## src/rtl/div_requan.sv

```systemverilog
// Sequential signed Q2.14 divider: quotient = (dividend << 14) / divisor,
// restoring division one quotient bit per cycle behind a start/done handshake.
module div_requan #(
  parameter int DATA_WIDTH = 16,
  parameter int FRAC_BITS  = 14
) (
  input  logic                  clk,
  input  logic                  rst,
  input  logic                  start,
  input  logic [DATA_WIDTH-1:0] dividend,
  input  logic [DATA_WIDTH-1:0] divisor,
  output logic                  busy,
  output logic                  done,
  output logic [DATA_WIDTH-1:0] quotient,
  output logic                  overflow,
  output logic                  div_by_zero
);

  localparam int NUM_W = DATA_WIDTH + FRAC_BITS;
  localparam int CNT_W = $clog2(NUM_W);

  typedef enum logic [1:0] {IDLE, CALC, DONE} state_t;

  state_t                state_reg, state_next;
  logic [CNT_W-1:0]      cnt_reg;
  logic [NUM_W-1:0]      num_reg, q_reg;
  logic [DATA_WIDTH-1:0] den_reg;
  logic [DATA_WIDTH:0]   rem_reg;
  logic                  sign_reg, dz_reg, dvd_neg_reg;
  logic [DATA_WIDTH-1:0] quotient_reg;
  logic                  overflow_reg, dbz_reg;

  logic [DATA_WIDTH-1:0] abs_dividend, abs_divisor;
  logic [DATA_WIDTH:0]   rem_shift, rem_next;
  logic                  rem_ge;
  logic [NUM_W-1:0]      q_next;
  logic                  big_pos, big_neg;
  logic [DATA_WIDTH-1:0] neg_q, res_q;
  logic                  res_o, res_z;

  // Unsigned magnitudes; 0x8000 negates to itself, which reads as 32768.
  assign abs_dividend = dividend[DATA_WIDTH-1] ? -dividend : dividend;
  assign abs_divisor  = divisor[DATA_WIDTH-1]  ? -divisor  : divisor;

  assign rem_shift = {rem_reg[DATA_WIDTH-1:0], num_reg[NUM_W-1]};
  assign rem_ge    = rem_shift >= {1'b0, den_reg};
  assign rem_next  = rem_ge ? rem_shift - {1'b0, den_reg} : rem_shift;
  assign q_next    = {q_reg[NUM_W-2:0], rem_ge};

  // Saturation thresholds: positive limit 32767, negative limit 32768.
  assign big_pos = |q_next[NUM_W-1:DATA_WIDTH-1];
  assign big_neg = (|q_next[NUM_W-1:DATA_WIDTH]) ||
                   (q_next[DATA_WIDTH-1] && (|q_next[DATA_WIDTH-2:0]));
  assign neg_q   = -q_next[DATA_WIDTH-1:0];

  always_comb begin
    res_q = q_next[DATA_WIDTH-1:0];
    res_o = 1'b0;
    res_z = 1'b0;
    if (dz_reg) begin
      res_q = dvd_neg_reg ? {1'b1, {(DATA_WIDTH-1){1'b0}}} : {1'b0, {(DATA_WIDTH-1){1'b1}}};
      res_z = 1'b1;
    end else if (!sign_reg) begin
      if (big_pos) begin
        res_q = {1'b0, {(DATA_WIDTH-1){1'b1}}};
        res_o = 1'b1;
      end
    end else if (big_neg) begin
      res_q = {1'b1, {(DATA_WIDTH-1){1'b0}}};
      res_o = 1'b1;
    end else begin
      res_q = neg_q;
    end
  end

  always_comb begin
    state_next = state_reg;
    case (state_reg)
      IDLE:    if (start) state_next = CALC;
      CALC:    if (cnt_reg == '0) state_next = DONE;
      DONE:    state_next = IDLE;
      default: state_next = IDLE;
    endcase
  end

  always_ff @(posedge clk) begin
    if (rst) state_reg <= IDLE;
    else     state_reg <= state_next;
  end

  always_ff @(posedge clk) begin
    if (rst) begin
      cnt_reg      <= '0;
      num_reg      <= '0;
      q_reg        <= '0;
      den_reg      <= '0;
      rem_reg      <= '0;
      sign_reg     <= 1'b0;
      dz_reg       <= 1'b0;
      dvd_neg_reg  <= 1'b0;
      quotient_reg <= '0;
      overflow_reg <= 1'b0;
      dbz_reg      <= 1'b0;
    end else begin
      case (state_reg)
        IDLE: if (start) begin
          sign_reg    <= dividend[DATA_WIDTH-1] ^ divisor[DATA_WIDTH-1];
          dvd_neg_reg <= dividend[DATA_WIDTH-1];
          dz_reg      <= (divisor == '0);
          num_reg     <= {abs_dividend, {FRAC_BITS{1'b0}}};
          den_reg     <= abs_divisor;
          rem_reg     <= '0;
          q_reg       <= '0;
          cnt_reg     <= CNT_W'(NUM_W - 1);
        end
        CALC: begin
          rem_reg <= rem_next;
          q_reg   <= q_next;
          num_reg <= {num_reg[NUM_W-2:0], 1'b0};
          cnt_reg <= cnt_reg - 1'b1;
          // Results land on the edge entering DONE so they are valid with done.
          if (cnt_reg == '0) begin
            quotient_reg <= res_q;
            overflow_reg <= res_o;
            dbz_reg      <= res_z;
          end
        end
        default: ;
      endcase
    end
  end

  assign busy        = (state_reg != IDLE);
  assign done        = (state_reg == DONE);
  assign quotient    = quotient_reg;
  assign overflow    = overflow_reg;
  assign div_by_zero = dbz_reg;

endmodule

```

## config.mk

```make
export PLATFORM = sky130hd
export DESIGN_NAME = div_requan
export DESIGN_NICKNAME = d
export VERILOG_FILES = /design/src/rtl/div_requan.sv
export SDC_FILE = /design/constraint.sdc
export NUM_CORES = 1
export LEC_CHECK = 0
export ABC_AREA = 0
export BUFFER_PORTS_ARGS = -buffer_cell sky130_fd_sc_hd__clkbuf_2
export CORE_MARGIN = 5
export CORE_UTILIZATION = 60
export CTS_CLUSTER_SIZE = 12
export DETAILED_ROUTE_END_ITERATION = 10
export PLACE_DENSITY = 0.9
export SLEW_MARGIN = 10
export SYNTH_ARGS = -nofsm -noshare
export SYNTH_HDL_FRONTEND = slang
export SYNTH_SLANG_ARGS = --single-unit
```

## constraint.sdc

```tcl
create_clock -name clk -period 5.25 [get_ports clk]
set_input_delay 0.2625 -clock clk [delete_from_list [all_inputs] [get_ports clk]]
set_output_delay 0.2625 -clock clk [all_outputs]
set_load 0.02 [all_outputs]
```

==> results.json <==
{
  "power-per-cell-area_mw_per_mm2": 343,
  "finalCoreUtilization_pct": 67.9,
  "status": "completed",
  "synth_common_cells": "dfxtp_1 (105), nand2_1 (81), nor2_1 (70), a21oi_1 (46), o21ai_0 (43)",
  "row_count": 35,
  "synth-main-ff-cell": "dfxtp_1",
  "routedWlPerCell_um": 16.1,
  "avgSynthCellArea_sq_um": 8.12,
  "netlist_instances": 701,
  "grt_pass1_wl_um": 23000,
  "r2r_start": "den_reg[6]",
  "fin_area_sq_mm": 0.00627,
  "grt_max_degree": 65,
  "finalPower_mw": 2.15,
  "wl_um": 14000,
  "insertion_delay_ps": 370,
  "r2r-end": "quotient[10]",
  "post_cts_resized": 0,
  "slew_headroom_pct": 42.4,
  "use_met2_pct": 41.7,
  "critPathLaunchType": "register",
  "post_cts.repair.setup_buffers": 0,
  "grt_usage_pct": 24.0,
  "r2r_slack_ps": 1210,
  "fp.dieW_um": 107,
  "busiest_layer": "met2",
  "fin_worst_skew_ps": 21.5,
  "io_buffers": 54,
  "postSynth.asyncResetShare_pct": 0,
  "cp_max_fo": 6,
  "area_growth_pct": 10.2,
  "fin_tns_setup_ps": 0,
  "synthesis.nets": 759,
  "dp_slack_ps": 1330,
  "root_buffer": "clkbuf_8",
  "post-route-period-util_pct": 76.9,
  "fin_crit_ps": 4040,
  "slew_violations": 0,
  "die_h_um": 107,
  "numCtsBuffers": 9,
  "crit_end": "quotient[10]",
  "yosysTopAreaCellShare_pct": 36.9,
  "htree_levels": 3,
  "via_per_inst": 6.27,
  "coreArea_sq_mm": 0.00924,
  "drive_above_1_share_pct": 11.9,
  "worstPathArrival_ps": 4350,
  "synth_edf_count": 0,
  "start_util_pct": 61.6,
  "cts-hold-fix-buffers": 0,
  "dp_hpwl_um": 9810,
  "overflow": 0,
  "rsz0062_at_grt": "false",
  "critPathRequiredTime_ps": 5560,
  "ys_types": 57,
  "ir_worst_vdd_v": 0.000158,
  "first_global_vias": 5141,
  "largest_register_ffs": 29,
  "clockBufferDepth": 2,
  "drv_cap": 0,
  "grt_antenna_before_repair": 0,
  "ys_seq_area_share_pct": 36.9,
  "synth-warning-count": 0,
  "hold_depth": 3,
  "grt.met3_usage_pct": 3.54,
  "crit_path_end_kind": "register",
  "ff2ff_path_depth": 16,
  "fillers": 730,
  "critPathKind": "register to register",
  "antenna_cells": 0,
  "synth_top_cells_by_area": "dfxtp_1 (37%), nand2_1 (5.3%), ha_1 (4.8%)",
  "io_pins": 55,
  "yosysTopAreaCell": "dfxtp_1",
  "p_leak_nw": 2.50,
  "fin_ws_ps": 1210,
  "synth_seq_cells": 105,
  "drt_first_pass_iters": 5,
  "worst_slew_pin_slew_ps": 861,
  "drtIter0Drc": 605,
  "hold_violations": 0,
  "postRouteAntennaNets": 0,
  "cts.clk_slew.worst_paths_ps": 120,
  "cts_tree": "built",
  "drc": 0,
  "clkSinkCount": 105,
  "layout.nets": 792,
  "hold_path.class": "input pin to register",
  "met1_usage_pct": 29.3,
  "routed-via-count": 5445,
  "startpoint": "den_reg[6]",
  "setup_viol": 0,
  "fmax_mhz": 248,
  "place.gp.congestion": 0.957,
  "placed_area_sq_mm": 0.00603,
  "syn_area_sq_mm": 0.00569,
  "synth.most_common_cell": "dfxtp_1",
  "die_area_sq_mm": 0.0115
}
## power by group
group | switching [mW] | internal [mW]
combinational | 0.415 | 0.272
clock | 0.291 | 0.289
sequential | 0.0405 | 0.846
total | 0.746 | 1.41
## layer usage
layer | part of all wire [%] | wire length [um]
met1 | 42 | 5830
met2 | 50 | 6910
met3 | 5.9 | 823
met4 | 2.7 | 379
met5 | 0 | 0
## through the flow
stage | cells | hold WS, ps
4_1_cts | 868 | 139
5_1_grt | 868 | 134
2_1_floorplan | 701 | 398
6_report | 868 | 142
3_5_place_dp | 852 | 447
3_3_place_gp | 852 | 441
## placed cells by master, fill, tap and decap left out, types with 4 or more instances in the layout
master / netlist / routed
a22o_1: 27 / 27
nand3_1: 5 / 5
nand4_1: 7 / 7
clkbuf_8: 0 / 10
ha_1: 22 / 22
and3_1: 9 / 9
nor4_1: 4 / 4
o22ai_1: 6 / 6
dfxtp_1: 105 / 105
or2_2: 4 / 4
o31ai_1: 6 / 6
a22oi_1: 10 / 10
o211ai_1: 4 / 4
mux2i_1: 13 / 13
a21oi_1: 46 / 46
xor2_1: 22 / 22
nor3b_1: 4 / 4
or4_1: 4 / 4
nand2_1: 81 / 81
nor2b_1: 8 / 8
o221ai_1: 4 / 4
a31oi_1: 8 / 8
a21o_1: 6 / 6
o21ai_0: 43 / 43
inv_1: 28 / 28
nor3_1: 20 / 19
buf_4: 0 / 7
nor2_1: 70 / 69
a221oi_1: 4 / 4
clkbuf_2: 0 / 54
or3_1: 8 / 8
nand2b_1: 6 / 6
a211oi_1: 24 / 24
a32oi_1: 5 / 5
xnor2_1: 16 / 16
## area by class of cell
cell class	count	area, sq um	share of cell area (%)
clock buffer	10	138	2.20
clock inverter	6	97.6	1.56
inverter	29	109	1.74
multi-input combinational	528	3340	53.3
sequential	105	2100	33.5
tap	129	161	2.57
timing repair buffer	61	323	5.15
## worst min path at each step
stage                startpoint           to  slack (ps)
floorplan            divisor[0]   den_reg[0]         400
finish               divisor[0]   den_reg[0]         140
detailed placement  quotient[2]  quotient[2]         450
global placement    quotient[8]  quotient[8]         440
global route         divisor[0]   den_reg[0]         130
CTS                  divisor[0]   den_reg[0]         140
## logic make-up (layout without fill, tap and decap cells)
group | after synthesis | count (layout) | synth area share (%)
simple gates | 241 | 241 | 19.9
fa+ha+maj | 23 | 23 | 5.19
mux | 13 | 13 | 2.29
buf+inv | 68 | 106 | 4.51
flops | 105 | 105 | 36.9
compound gates | 213 | 213 | 25.3
xor+xnor | 38 | 38 | 5.85
## critical path, cell delays in order (launching register included)
cell,delay (ps)
dfxtp_1,350
inv_1,50
ha_1,350
a21oi_1,390
o221ai_1,210
o211ai_1,230
a31oi_2,150
inv_1,110
ha_1,200
or3b_2,470
nor3_1,330
nand2_1,150
or2_2,310
o21ai_0,180
and2_1,160
o221ai_1,150
a31oi_1,190
Note: power is estimated with default switching activity, not from simulation.
